[config.mk]
export PLATFORM = sky130hd
export DESIGN_NAME = mem_arbiter
export DESIGN_NICKNAME = d
export VERILOG_FILES = /design/src/rtl/mem_arbiter.sv
export SDC_FILE = /design/constraint.sdc
export NUM_CORES = 1
export LEC_CHECK = 0
export BUFFER_PORTS_ARGS = -buffer_cell sky130_fd_sc_hd__clkbuf_2
export CORE_MARGIN = 5
export CORE_UTILIZATION = 50
export CTS_BUF_LIST = sky130_fd_sc_hd__clkbuf_8
export CTS_CLUSTER_SIZE = 25
export DETAILED_ROUTE_END_ITERATION = 6
export HOLD_SLACK_MARGIN = 0.12
export PLACE_DENSITY = 0.95
export SYNTH_ARGS = -nofsm -noshare
export SYNTH_HDL_FRONTEND = slang
export SYNTH_SLANG_ARGS = --single-unit
[constraint.sdc]
create_clock -name clk -period 5.5 [get_ports clk]
set_input_delay 1.1 -clock clk [delete_from_list [all_inputs] [get_ports clk]]
set_output_delay 1.1 -clock clk [all_outputs]
set_load 0.1 [all_outputs]
[src/rtl/mem_arbiter.sv]
// Round-robin arbiter sharing one single-ported memory between an icache and a dcache.
// At most one memory transaction is in flight; responses are routed back to the granted port.
module mem_arbiter #(
  parameter int ADDR_W = 32,
  parameter int DATA_W = 32
) (
  input  logic                clk,
  input  logic                rst,
  // icache port
  input  logic [ADDR_W-1:0]   icache_addr,
  input  logic                icache_re,
  output logic [DATA_W-1:0]   icache_dout,
  output logic                icache_dout_val,
  output logic                icache_stall,
  // dcache port
  input  logic [ADDR_W-1:0]   dcache_addr,
  input  logic                dcache_re,
  input  logic [DATA_W-1:0]   dcache_din,
  input  logic [DATA_W/8-1:0] dcache_we,
  output logic [DATA_W-1:0]   dcache_dout,
  output logic                dcache_dout_val,
  output logic                dcache_stall,
  // memory request
  output logic                mem_valid,
  output logic [ADDR_W-1:0]   mem_addr,
  output logic [DATA_W-1:0]   mem_wdata,
  output logic [DATA_W/8-1:0] mem_we,
  input  logic                mem_ready,
  // memory response
  input  logic                mem_rvalid,
  input  logic [DATA_W-1:0]   mem_rdata
);

  localparam int BE_W = DATA_W / 8;

  typedef enum logic [1:0] {IDLE, ISSUE, WAIT} state_e;

  state_e              state_q, state_d;
  logic                grant_q, grant_d;            // 1 = dcache owns the transaction
  logic                last_grant_q, last_grant_d;  // 1 = dcache was served last
  logic [ADDR_W-1:0]   addr_q, addr_d;
  logic [DATA_W-1:0]   wdata_q, wdata_d;
  logic [BE_W-1:0]     we_q, we_d;
  logic [DATA_W-1:0]   idout_q, ddout_q;

  logic i_req, d_req, rsp;

  assign i_req = icache_re;
  assign d_req = dcache_re | (|dcache_we);
  // A response arriving while reset is asserted belongs to an abandoned transaction.
  assign rsp   = (state_q == WAIT) && mem_rvalid && !rst;

  always_comb begin
    state_d      = state_q;
    grant_d      = grant_q;
    last_grant_d = last_grant_q;
    addr_d       = addr_q;
    wdata_d      = wdata_q;
    we_d         = we_q;
    case (state_q)
      IDLE: begin
        if (i_req || d_req) begin
          // dcache wins when alone, or on a tie when icache was served last
          grant_d = d_req && (!i_req || !last_grant_q);
          addr_d  = grant_d ? dcache_addr : icache_addr;
          wdata_d = grant_d ? dcache_din : '0;
          we_d    = grant_d ? dcache_we : '0;
          state_d = ISSUE;
        end
      end
      ISSUE: begin
        if (mem_ready) state_d = WAIT;
      end
      WAIT: begin
        if (mem_rvalid) begin
          last_grant_d = grant_q;
          state_d      = IDLE;
        end
      end
      default: state_d = IDLE;
    endcase
  end

  always_ff @(posedge clk) begin
    if (rst) begin
      state_q      <= IDLE;
      grant_q      <= 1'b0;
      last_grant_q <= 1'b0;
      addr_q       <= '0;
      wdata_q      <= '0;
      we_q         <= '0;
      idout_q      <= '0;
      ddout_q      <= '0;
    end else begin
      state_q      <= state_d;
      grant_q      <= grant_d;
      last_grant_q <= last_grant_d;
      addr_q       <= addr_d;
      wdata_q      <= wdata_d;
      we_q         <= we_d;
      if (rsp && !grant_q) idout_q <= mem_rdata;
      if (rsp && grant_q)  ddout_q <= mem_rdata;
    end
  end

  assign mem_valid       = (state_q == ISSUE);
  assign mem_addr        = addr_q;
  assign mem_wdata       = wdata_q;
  assign mem_we          = we_q;

  assign icache_dout_val = rsp && !grant_q;
  assign dcache_dout_val = rsp && grant_q;
  assign icache_dout     = icache_dout_val ? mem_rdata : idout_q;
  assign dcache_dout     = dcache_dout_val ? mem_rdata : ddout_q;
  assign icache_stall    = i_req && !icache_dout_val;
  assign dcache_stall    = d_req && !dcache_dout_val;

endmodule

==> impl_metrics.env <==
export IMPL_outcome="completed"
export IMPL_antenna_found_initial=1
export IMPL_postCtsHoldBufs=0
export IMPL_cp_endpoint="dcache_dout[12]"
export IMPL_post_drt_wl_per_cell_um=16.7
export IMPL_clock_path_buffers=2
export IMPL_relSlewSlack_pct=29.2
export IMPL_synth_top_area_cell="dfxtp_1"
export IMPL_htreeDepth=4
export IMPL_regArea_um2=2720
export IMPL_powerDensity_nw_per_um2=362
export IMPL_nets=863
export IMPL_crit_fanout=23
export IMPL_synthXorXnorAreaFrac_pct=0
export IMPL_synth_area_leaders="dfxtp_1 (52%), mux2_2 (9.4%), nor2b_1 (7.8%)"
export IMPL_rsz0062_at_grt="no"
export IMPL_dp_hpwl_um=10900
export IMPL_die_h_um=113
export IMPL_syn_to_final_growth_pct=34.2
export IMPL_async_flop_share_pct=0
export IMPL_fmax_mhz=227
export IMPL_synth_seq_cells=136
export IMPL_antennaDiodeCount=0
export IMPL_root_buffer="clkbuf_8"
export IMPL_critPathMostFrequentCell="clkbuf_2"
export IMPL_hold_violations=0
export IMPL_final_cell_count_no_fill=873
export IMPL_grt_use_total_pct=22.4
export IMPL_crit_type="in2out"
export IMPL_maxCapViolations=0
export IMPL_synth_adder_area_share_pct=0
export IMPL_drc_errors=0
export IMPL_cts_sinks=136
export IMPL_ir_drop_mv=0.205
export IMPL_dieArea_um2=12700
export IMPL_numCtsBuffers=17
export IMPL_ys_flop_type="dfxtp_1"
export IMPL_drt_iter0_markers=181
export IMPL_cts_resized=0
export IMPL_grt_pass1_wl_um=22900
export IMPL_reg2regPathDepth=5
export IMPL_place_gp_congestion=0.897
export IMPL_fin_crit_sh_pct=80.0
export IMPL_rr_startpoint="state_q[1]$_SDFFE_PP0P_"
export IMPL_setup_viol=0
export IMPL_grt_ovfl_total=0
export IMPL_crit_start="mem_rvalid"
export IMPL_io_pins=275
export IMPL_netlist_area_leader_share_pct=51.7
export IMPL_yosys_warnings=0
export IMPL_worstPathCellList="clkbuf_2 > nor4bb_2 > nand2_1 > buf_4 > mux2_2 > clkbuf_2"
export IMPL_multi_input_area_um2=2320
export IMPL_postRouteAntennaNets=0
export IMPL_crit_arrival_ns=3.30
export IMPL_synth_edf_count=0
export IMPL_placed_cells=842
export IMPL_drive_gt1_share_pct=49.1
export IMPL_r2r_end="ddout_q[6]$_SDFF_PP0_"
export IMPL_tritoncts="done"
export IMPL_crit_required_ns=4.40
export IMPL_fin_worst_skew_ns=0.0111
export IMPL_cpPeakStageDelay_ns=0.65
export IMPL_synth_top_family_by_area="multiplexers"
export IMPL_ys_seq_area_share_pct=51.7
export IMPL_clkTransAtPathRegs_ns=0.07
export IMPL_synthTopCellsByCount="dfxtp_1 (136), nor2b_1 (66), mux2_2 (44), nor2_1 (40), a22o_1 (36)"
export IMPL_end_kind="output port"
export IMPL_start_util_pct=51.2
export IMPL_syn_nets=599
export IMPL_synthSimpleGateAreaFrac_pct=12.4
export IMPL_grt_max_degree=103
export IMPL_critPathLaunchType="primary input"
export IMPL_slew_violations=0
export IMPL_p_leak_nw=3.47
export IMPL_first_pass_iters=4
export IMPL_nFillCells=787
export IMPL_min_path_type="reg2reg"
export IMPL_synth_compound_area_share_pct=11.3
export IMPL_synth_most_common_cell="dfxtp_1"
export IMPL_io_buffers=274
export IMPL_tightest_slew_ns=1.06
export IMPL_ys_types=28
export IMPL_avgViaCountPerCell=5.09
export IMPL_synth_cells=461
export IMPL_grt_pass1_vias=4675
export IMPL_num_vias=4445
export IMPL_rrSetupSlack_ns=3.01
export IMPL_netlist_area_um2=5270
export IMPL_cts_setup_buffers=0
export IMPL_period_needed_ns=4.40
export IMPL_clkLatencyLatePin_ns=0.43
export IMPL_crit_slowest_cell="nand2_1"
export IMPL_routed_wl_um=14500
export IMPL_die_w_um=113
export IMPL_synthMuxAreaShare_pct=20.2
export IMPL_timing_setup_tns_ns=0
export IMPL_syn_avg_cell_area_um2=11.4
export IMPL_core_area_um2=10300
export IMPL_rows=37
-- sequential cells by signal, indices dropped and copies added, names as in the netlist --
register,cells
state_q,2
idout_q,32
mem_we,4
last_grant_q,1
grant_q,1
mem_wdata,32
mem_addr,32
ddout_q,32
-- worst max-delay path, delay by kind of cell --
kind | cells | cell delay, ns
mux | 1 | 0.24
simple gates | 2 | 0.95
buf+inv | 3 | 0.99
-- final cells by class --
class,instances,area share [%]
clock inverter,13,2.43
inverter,2,0.106
multi-input combinational,287,32.8
tap,136,2.41
sequential,136,38.5
timing repair buffer,281,20.2
clock buffer,18,3.51
-- metrics by stage --
step | util (%) | setup WS, ns | hold slack, ns | cell area [um^2] | power, mW
6_report | 68.7 | 1.10 | 0.487 | 7060 | 2.56
5_1_grt | 68.7 | 0.956 | 0.508 | 7060 | 2.66
4_1_cts | 68.7 | 1.10 | 0.490 | 7060 | 2.58
3_5_place_dp | 64.7 | 1.13 | 0.466 | 6650 | 1.72
3_3_place_gp | 64.7 | 1.19 | 0.460 | 6650 | 1.71
2_1_floorplan | - | 0.937 | 0.464 | 5270 | 1.59
-- metal layers --
layer | vias to the layer above | share of wire, % | global-route usage [%]
met2 | 186 | 53 | 40.9
met5 | - | 0.14 | 0
met3 | 38 | 7.6 | 7.82
met1 | 2064 | 36 | 22.5
li1 | 2155 | - | -
met4 | 2 | 3.3 | 10.9
-- cell families after synthesis --
family	after synthesis
buffers and inverters	38
muxes	98
and+or+nand+nor	117
DFF	136
AOI/OAI and AO/OA	72
-- worst min-delay path by stage --
stage                                     from                          to  slack (ns)  cells after the start
floorplan            last_grant_q$_SDFFE_PP0N_   last_grant_q$_SDFFE_PP0N_        0.46                      2
global placement     mem_wdata[3]$_SDFFE_PP0P_   mem_wdata[3]$_SDFFE_PP0P_        0.46                      1
detailed placement   mem_wdata[6]$_SDFFE_PP0P_   mem_wdata[6]$_SDFFE_PP0P_        0.47                      1
CTS                  mem_wdata[6]$_SDFFE_PP0P_   mem_wdata[6]$_SDFFE_PP0P_        0.49                      1
global route        mem_wdata[14]$_SDFFE_PP0P_  mem_wdata[14]$_SDFFE_PP0P_        0.51                      1
finish                  mem_we[3]$_SDFFE_PP0P_      mem_we[3]$_SDFFE_PP0P_        0.49                      1
-- power breakdown --
group	internal (mW)	total, mW	switching [mW]
Sequential	1.04	1.07	0.0295
Combinational	0.121	0.634	0.513
Clock	0.465	0.857	0.393
Total	1.62	2.56	0.935
-- cells in the final DEF, fill, tap and decap left out, types with 2 or more instances in the layout --
cell type / count
a22o_1: 36
clkbuf_8: 18
buf_4: 8
mux2i_1: 33
nor2_1: 40
nor2b_1: 66
bufinv_16: 3
inv_1: 3
a211oi_1: 32
dfxtp_1: 136
nand2_1: 3
inv_6: 3
clkinvlp_4: 3
clkinv_4: 2
clkbuf_2: 273
mux2_1: 21
mux2_2: 44
No activity file was read; power rests on OpenSTA's default activity.
